File: src/rtl/instr_fetch_queue_pkg.sv
// rtl/instr_fetch_queue_pkg.sv - shared types and constants for the decoupled instruction fetch front end
package instr_fetch_queue_pkg;

  localparam logic [31:0] RESET_VECTOR = 32'h0000_0000;
  localparam logic [31:0] PC_STEP      = 32'd4;

  typedef struct packed {
    logic [31:0] pc;
    logic [31:0] instr;
  } FetchEntry;

  function automatic logic [31:0] align_pc(input logic [31:0] pc);
    return pc & ~32'd3;
  endfunction

endpackage

File: src/rtl/fetch_fifo.sv
// rtl/fetch_fifo.sv - DEPTH-entry FetchEntry queue with push/pop/flush and wrapping pointers
module fetch_fifo
  import instr_fetch_queue_pkg::*;
#(
  parameter int DEPTH = 4,
  localparam int AW = $clog2(DEPTH),
  localparam int CW = AW + 1
) (
  input  logic          clk,
  input  logic          reset,
  input  logic          i_push,
  input  FetchEntry     i_push_data,
  input  logic          i_pop,
  input  logic          i_flush,
  output logic [CW-1:0] o_count,
  output FetchEntry     o_head,
  output logic          o_valid
);

  FetchEntry     r_mem [DEPTH];
  logic [AW-1:0] r_wr_ptr;
  logic [AW-1:0] r_rd_ptr;
  logic [CW-1:0] r_count;

  // Storage is cleared on reset so the head outputs read zero straight out of reset.
  always_ff @(posedge clk or posedge reset) begin
    if (reset) begin
      for (int i = 0; i < DEPTH; i++) r_mem[i] <= '0;
      r_wr_ptr <= '0;
      r_rd_ptr <= '0;
      r_count  <= '0;
    end else if (i_flush) begin
      r_wr_ptr <= '0;
      r_rd_ptr <= '0;
      r_count  <= '0;
    end else begin
      if (i_push) begin
        r_mem[r_wr_ptr] <= i_push_data;
        r_wr_ptr        <= r_wr_ptr + 1'b1;
      end
      if (i_pop) r_rd_ptr <= r_rd_ptr + 1'b1;
      case ({i_push, i_pop})
        2'b10:   r_count <= r_count + 1'b1;
        2'b01:   r_count <= r_count - 1'b1;
        default: r_count <= r_count;
      endcase
    end
  end

  assign o_count = r_count;
  assign o_head  = r_mem[r_rd_ptr];
  assign o_valid = (r_count != '0);

endmodule

File: src/rtl/instr_fetch_queue.sv
// rtl/instr_fetch_queue.sv - credit-based pipelined instruction fetch with redirect flush and response drop
module instr_fetch_queue
  import instr_fetch_queue_pkg::*;
#(
  parameter int          DEPTH    = 4,
  parameter logic [31:0] RESET_PC = RESET_VECTOR
) (
  input  logic        clk,
  input  logic        reset,
  input  logic        redirect_valid,
  input  logic [31:0] redirect_pc,
  output logic        imem_req_valid,
  input  logic        imem_req_ready,
  output logic [31:0] imem_addr,
  input  logic        imem_rsp_valid,
  input  logic [31:0] imem_rsp_data,
  output logic        instr_valid,
  input  logic        instr_ready,
  output logic [31:0] instr,
  output logic [31:0] instr_pc
);

  localparam int CW = $clog2(DEPTH) + 1;

  logic [31:0]   r_fetch_pc;
  logic [31:0]   r_rsp_pc;
  logic [CW-1:0] r_inflight;
  logic [CW-1:0] r_drop_cnt;

  logic [CW-1:0] w_count;
  logic [CW:0]   w_credit_used;
  logic          w_req_valid;
  logic          w_req_fire;
  logic          w_rsp;
  logic          w_push;
  logic          w_pop;
  logic          w_head_valid;
  FetchEntry     w_head;
  FetchEntry     w_push_entry;

  // Every accepted request owns a queue slot, so the queue can never overflow.
  assign w_credit_used = {1'b0, r_inflight} + {1'b0, w_count};
  assign w_req_valid   = !reset && !redirect_valid && (w_credit_used < (CW+1)'(DEPTH));
  assign w_req_fire    = w_req_valid && imem_req_ready;
  assign w_rsp         = imem_rsp_valid && (r_inflight != '0);
  assign w_push        = w_rsp && !redirect_valid && (r_drop_cnt == '0);
  assign w_pop         = w_head_valid && instr_ready && !redirect_valid;
  assign w_push_entry  = '{pc: r_rsp_pc, instr: imem_rsp_data};

  always_ff @(posedge clk or posedge reset) begin
    if (reset) begin
      r_fetch_pc <= RESET_PC;
      r_rsp_pc   <= RESET_PC;
      r_inflight <= '0;
      r_drop_cnt <= '0;
    end else begin
      r_inflight <= r_inflight + CW'(w_req_fire) - CW'(w_rsp);
      if (redirect_valid) begin
        r_fetch_pc <= align_pc(redirect_pc);
        r_rsp_pc   <= align_pc(redirect_pc);
        r_drop_cnt <= r_inflight - CW'(w_rsp);
      end else begin
        if (w_req_fire) r_fetch_pc <= r_fetch_pc + PC_STEP;
        if (w_rsp) begin
          if (r_drop_cnt != '0) r_drop_cnt <= r_drop_cnt - 1'b1;
          else                  r_rsp_pc   <= r_rsp_pc + PC_STEP;
        end
      end
    end
  end

  fetch_fifo #(.DEPTH(DEPTH)) u_fifo (
    .clk         (clk),
    .reset       (reset),
    .i_push      (w_push),
    .i_push_data (w_push_entry),
    .i_pop       (w_pop),
    .i_flush     (redirect_valid),
    .o_count     (w_count),
    .o_head      (w_head),
    .o_valid     (w_head_valid)
  );

  assign imem_req_valid = w_req_valid;
  assign imem_addr      = r_fetch_pc;
  assign instr_valid    = w_head_valid;
  assign instr          = w_head.instr;
  assign instr_pc       = w_head.pc;

  a_no_orphan_rsp: assert property (@(posedge clk) disable iff (reset)
    !(imem_rsp_valid && (r_inflight == '0)));
  a_credit_bound: assert property (@(posedge clk) disable iff (reset)
    (w_credit_used <= (CW+1)'(DEPTH)));

endmodule

File: config.mk
export PLATFORM = sky130hd
export DESIGN_NAME = instr_fetch_queue
export DESIGN_NICKNAME = d
export VERILOG_FILES = /design/src/rtl/instr_fetch_queue_pkg.sv /design/src/rtl/fetch_fifo.sv /design/src/rtl/instr_fetch_queue.sv
export SDC_FILE = /design/constraint.sdc
export NUM_CORES = 1
export LEC_CHECK = 0
export CORE_MARGIN = 10
export CORE_UTILIZATION = 53
export CTS_CLUSTER_SIZE = 8
export DETAILED_ROUTE_END_ITERATION = 8
export PLACE_DENSITY = 0.86
export SETUP_SLACK_MARGIN = 0.05
export SLEW_MARGIN = 10
export SYNTH_ARGS = -nofsm -noshare
export SYNTH_HDL_FRONTEND = slang
export SYNTH_SLANG_ARGS = --single-unit
export TNS_END_PERCENT = 100
File: constraint.sdc
create_clock -name clk -period 12.1 [get_ports clk]
set_input_delay 2.42 -clock clk [delete_from_list [all_inputs] [get_ports clk]]
set_output_delay 2.42 -clock clk [all_outputs]
set_load 0.05 [all_outputs]
==> run summary <==
Worst Hold End = u_fifo.r_mem[171]
Num CTS Buffers = 46
Total grt overflow = 0
Hold Fails Final Rpt = 0
Drt total wl = 35570 um
R2r startpoint = r_inflight[2]
CTS clk-pin slew, worst paths = 0.05 ns
DR iter-0 viols = 500
DR WL/cell = 22.26 um
Seq/Total Area, Yosys = 53.10%
Fin. max-slew vios = 0
Gpl congestion = 0.8525
Site Rows = 61
Most common cell in the synthesized netlist = dfrtp_1
DRC viols = 0
Nets = 1301
Outcome = completed
Final Power = 4.173 mW
Worst-Margin Slew = 1.076 ns
Post-synth ARST share = 100.0%
Number of H-tree levels = 2
R2r setup slk = 8.69 ns
Final worst-path cycle share = 54.53%
Post-synth EDFFs = 0
Crit-path most repeated cell = clkdlybuf4s50_1
Final setup fails = 0
Slew Limit Headroom = 27.80%
# hold bufs at CTS = 0
CP startpoint kind = input port
Maximum clock insertion buffer count = 3
Post-DP Area = 0.01680 mm2
Top cell type's share of synthesized area = 53.10%
Critical-path top delay cell = clkdlybuf4s50_1
Gate Count Post-Synth = 1069
Critical path, cell by cell = clkdlybuf4s50_1 > nor3_1 > and3_1 > clkdlybuf4s50_1
DRT antenna net count = 0
Die X = 189.0 um
Largest net degree at the start of global routing = 104
Crit path required time = 9.68 ns
RSZ-0062 raised after global routing = no
Synth Flop Type = dfrtp_1
Leakage power = 7.914 nW
Cell Pwr Density = 231.5 mW/mm2
Clk sinks = 321
Synthesized area per cell = 14.15 um2
Fin area = 0.01803 mm2
Post-synth top area cell = dfrtp_1
Starting Density = 54.01%
Cell Count, Final, Fillers Out = 1598
Hold path cells = 1
Global-route wire length before repair = 57880 um
Number of port buffers = 161
Most frequent cells after synthesis = dfrtp_1, mux2_2, mux4_2
Area delta synth->final = 19.16%
Largest cells by area after synthesis = dfrtp_1, mux2_2, mux4_2
Delay-heaviest family, CP = buffers and inverters
Bufs and invs on worst path = 2
Number of global-route vias before repair = 10480
N_diodes = 0
Dpl cells = 1545
Via Count = 9500
Full die area = 0.03570 mm2
Netlist cell types = 55
Core box area = 0.02801 mm2
Fmax = 151.6 MHz
Worst Skew = 0.02124 ns
Vias/cell = 5.945
Worst Min Path Start = u_fifo.r_mem[171]
Postcts setup bufs = 0
Hold Path Class = flop to flop
Share of layout cells above drive strength 1 = 30.90%
Crit end category = output pin
Skew-Pair Late Insertion Delay = 0.55 ns
Crit-path max cell delay = 0.80 ns
Reg2reg path depth = 10
Reg2reg end = r_inflight[2]
Crit-path max FO = 2
CTS tree = built
Netlist Area Pre-Place = 0.01513 mm2
Die H = 189.0 um
CP arrival = 4.18 ns
Yosys warning count = 0
Reg area = 0.008040 mm2
Hold WS = 0.4825 ns
Peak supply drop = 0.1346 mV
Initial antenna violation count = 1
FF+latch count, synth = 321
Minimum clock period = 6.598 ns
CP Class = input port to output pin
Maxcap violations = 0
# IOs = 168
Total Routing Usage GR = 19.87%
Hpwl dp = 21910 um
Fill count = 2029
TNS Setup = 0 ns
Post-CTS sizing = 0
Root buffer cell = clkbuf_16
Area occupied by multi-input gates = 0.006556 mm2
Initial DRT Pass Iterations = 5
## cells in the final DEF (no fill, tap or decap), types with 6 or more instances in the layout
| cell | count |
|---|---|
| buf_4 | 6 |
| or3_1 | 6 |
| xor2_1 | 22 |
| mux2_1 | 22 |
| nand4_1 | 27 |
| nand2_1 | 42 |
| nor2_1 | 26 |
| mux2_2 | 234 |
| nand3_1 | 34 |
| a21oi_1 | 14 |
| mux4_2 | 62 |
| ha_1 | 14 |
| dfrtp_1 | 319 |
| nor3_1 | 11 |
| clkdlybuf4s50_1 | 160 |
| o21ai_0 | 32 |
| o211ai_1 | 13 |
| inv_1 | 16 |
| clkbuf_16 | 46 |
| and3_1 | 10 |
| xnor2_1 | 22 |
## how the worst max path moves through the flow
stage                     cells past startpoint  start  slack (ns)             end
after global routing                          4  reset        5.45  imem_req_valid
final                                         4  reset        5.50  imem_req_valid
after detailed placement                      4  reset        5.50  imem_req_valid
after floorplan                               1  reset        0.80   imem_addr[10]
after global placement                        4  reset        5.50  imem_req_valid
after CTS                                     4  reset        5.49  imem_req_valid
## cells by family (layout without fill, tap and decap cells)
group,after synthesis,count (layout),synth area share [%]
flops,321,321,53.10
other cells,1,4,0.02479
simple gates,192,192,7.394
buf+inv,91,239,3.705
mux,321,321,28.48
xor+xnor,44,44,2.547
compound gates,83,83,3.325
fa+ha+maj,16,16,1.423
## cell type report
type	instances	share of cell area, %
clock buffer	49	6.448
clock inverter	4	0.3609
tap	378	2.624
multi-input combinational	660	36.37
inverter	19	0.4373
timing repair buffer	167	9.162
sequential	321	44.60
## routing by layer
metal,vias up,global-route usage (%),wire (um)
met1,4930,25.62,15210
li1,4205,-,-
met4,0,4.579,565
met3,49,4.906,2430
met5,-,0,0
met2,316,33.22,17370
## power by group
part / leakage (nW) / switching [mW] / internal (mW)
Clock: 0.601 / 0.449 / 0.676
Sequential: 4.23 / 0.171 / 1.28
Combinational: 3.08 / 0.934 / 0.660
## metrics by stage
step	setup WS, ns	utilization, %
final	5.502	64.36
after floorplan	0.7954	-
after global placement	5.497	59.98
after global routing	5.453	64.36
after detailed placement	5.497	59.98
after CTS	5.494	64.36
## registers in the layout (all words and copies together) (netlist names)
name and flops:
r_inflight 3, u_fifo.r_rd_ptr 2, r_drop_cnt 3, u_fifo.o_count 3, u_fifo.r_wr_ptr 2, u_fifo.r_mem 248, imem_addr 30, r_rsp_pc 30
No activity file was read; power rests on OpenSTA's default activity.
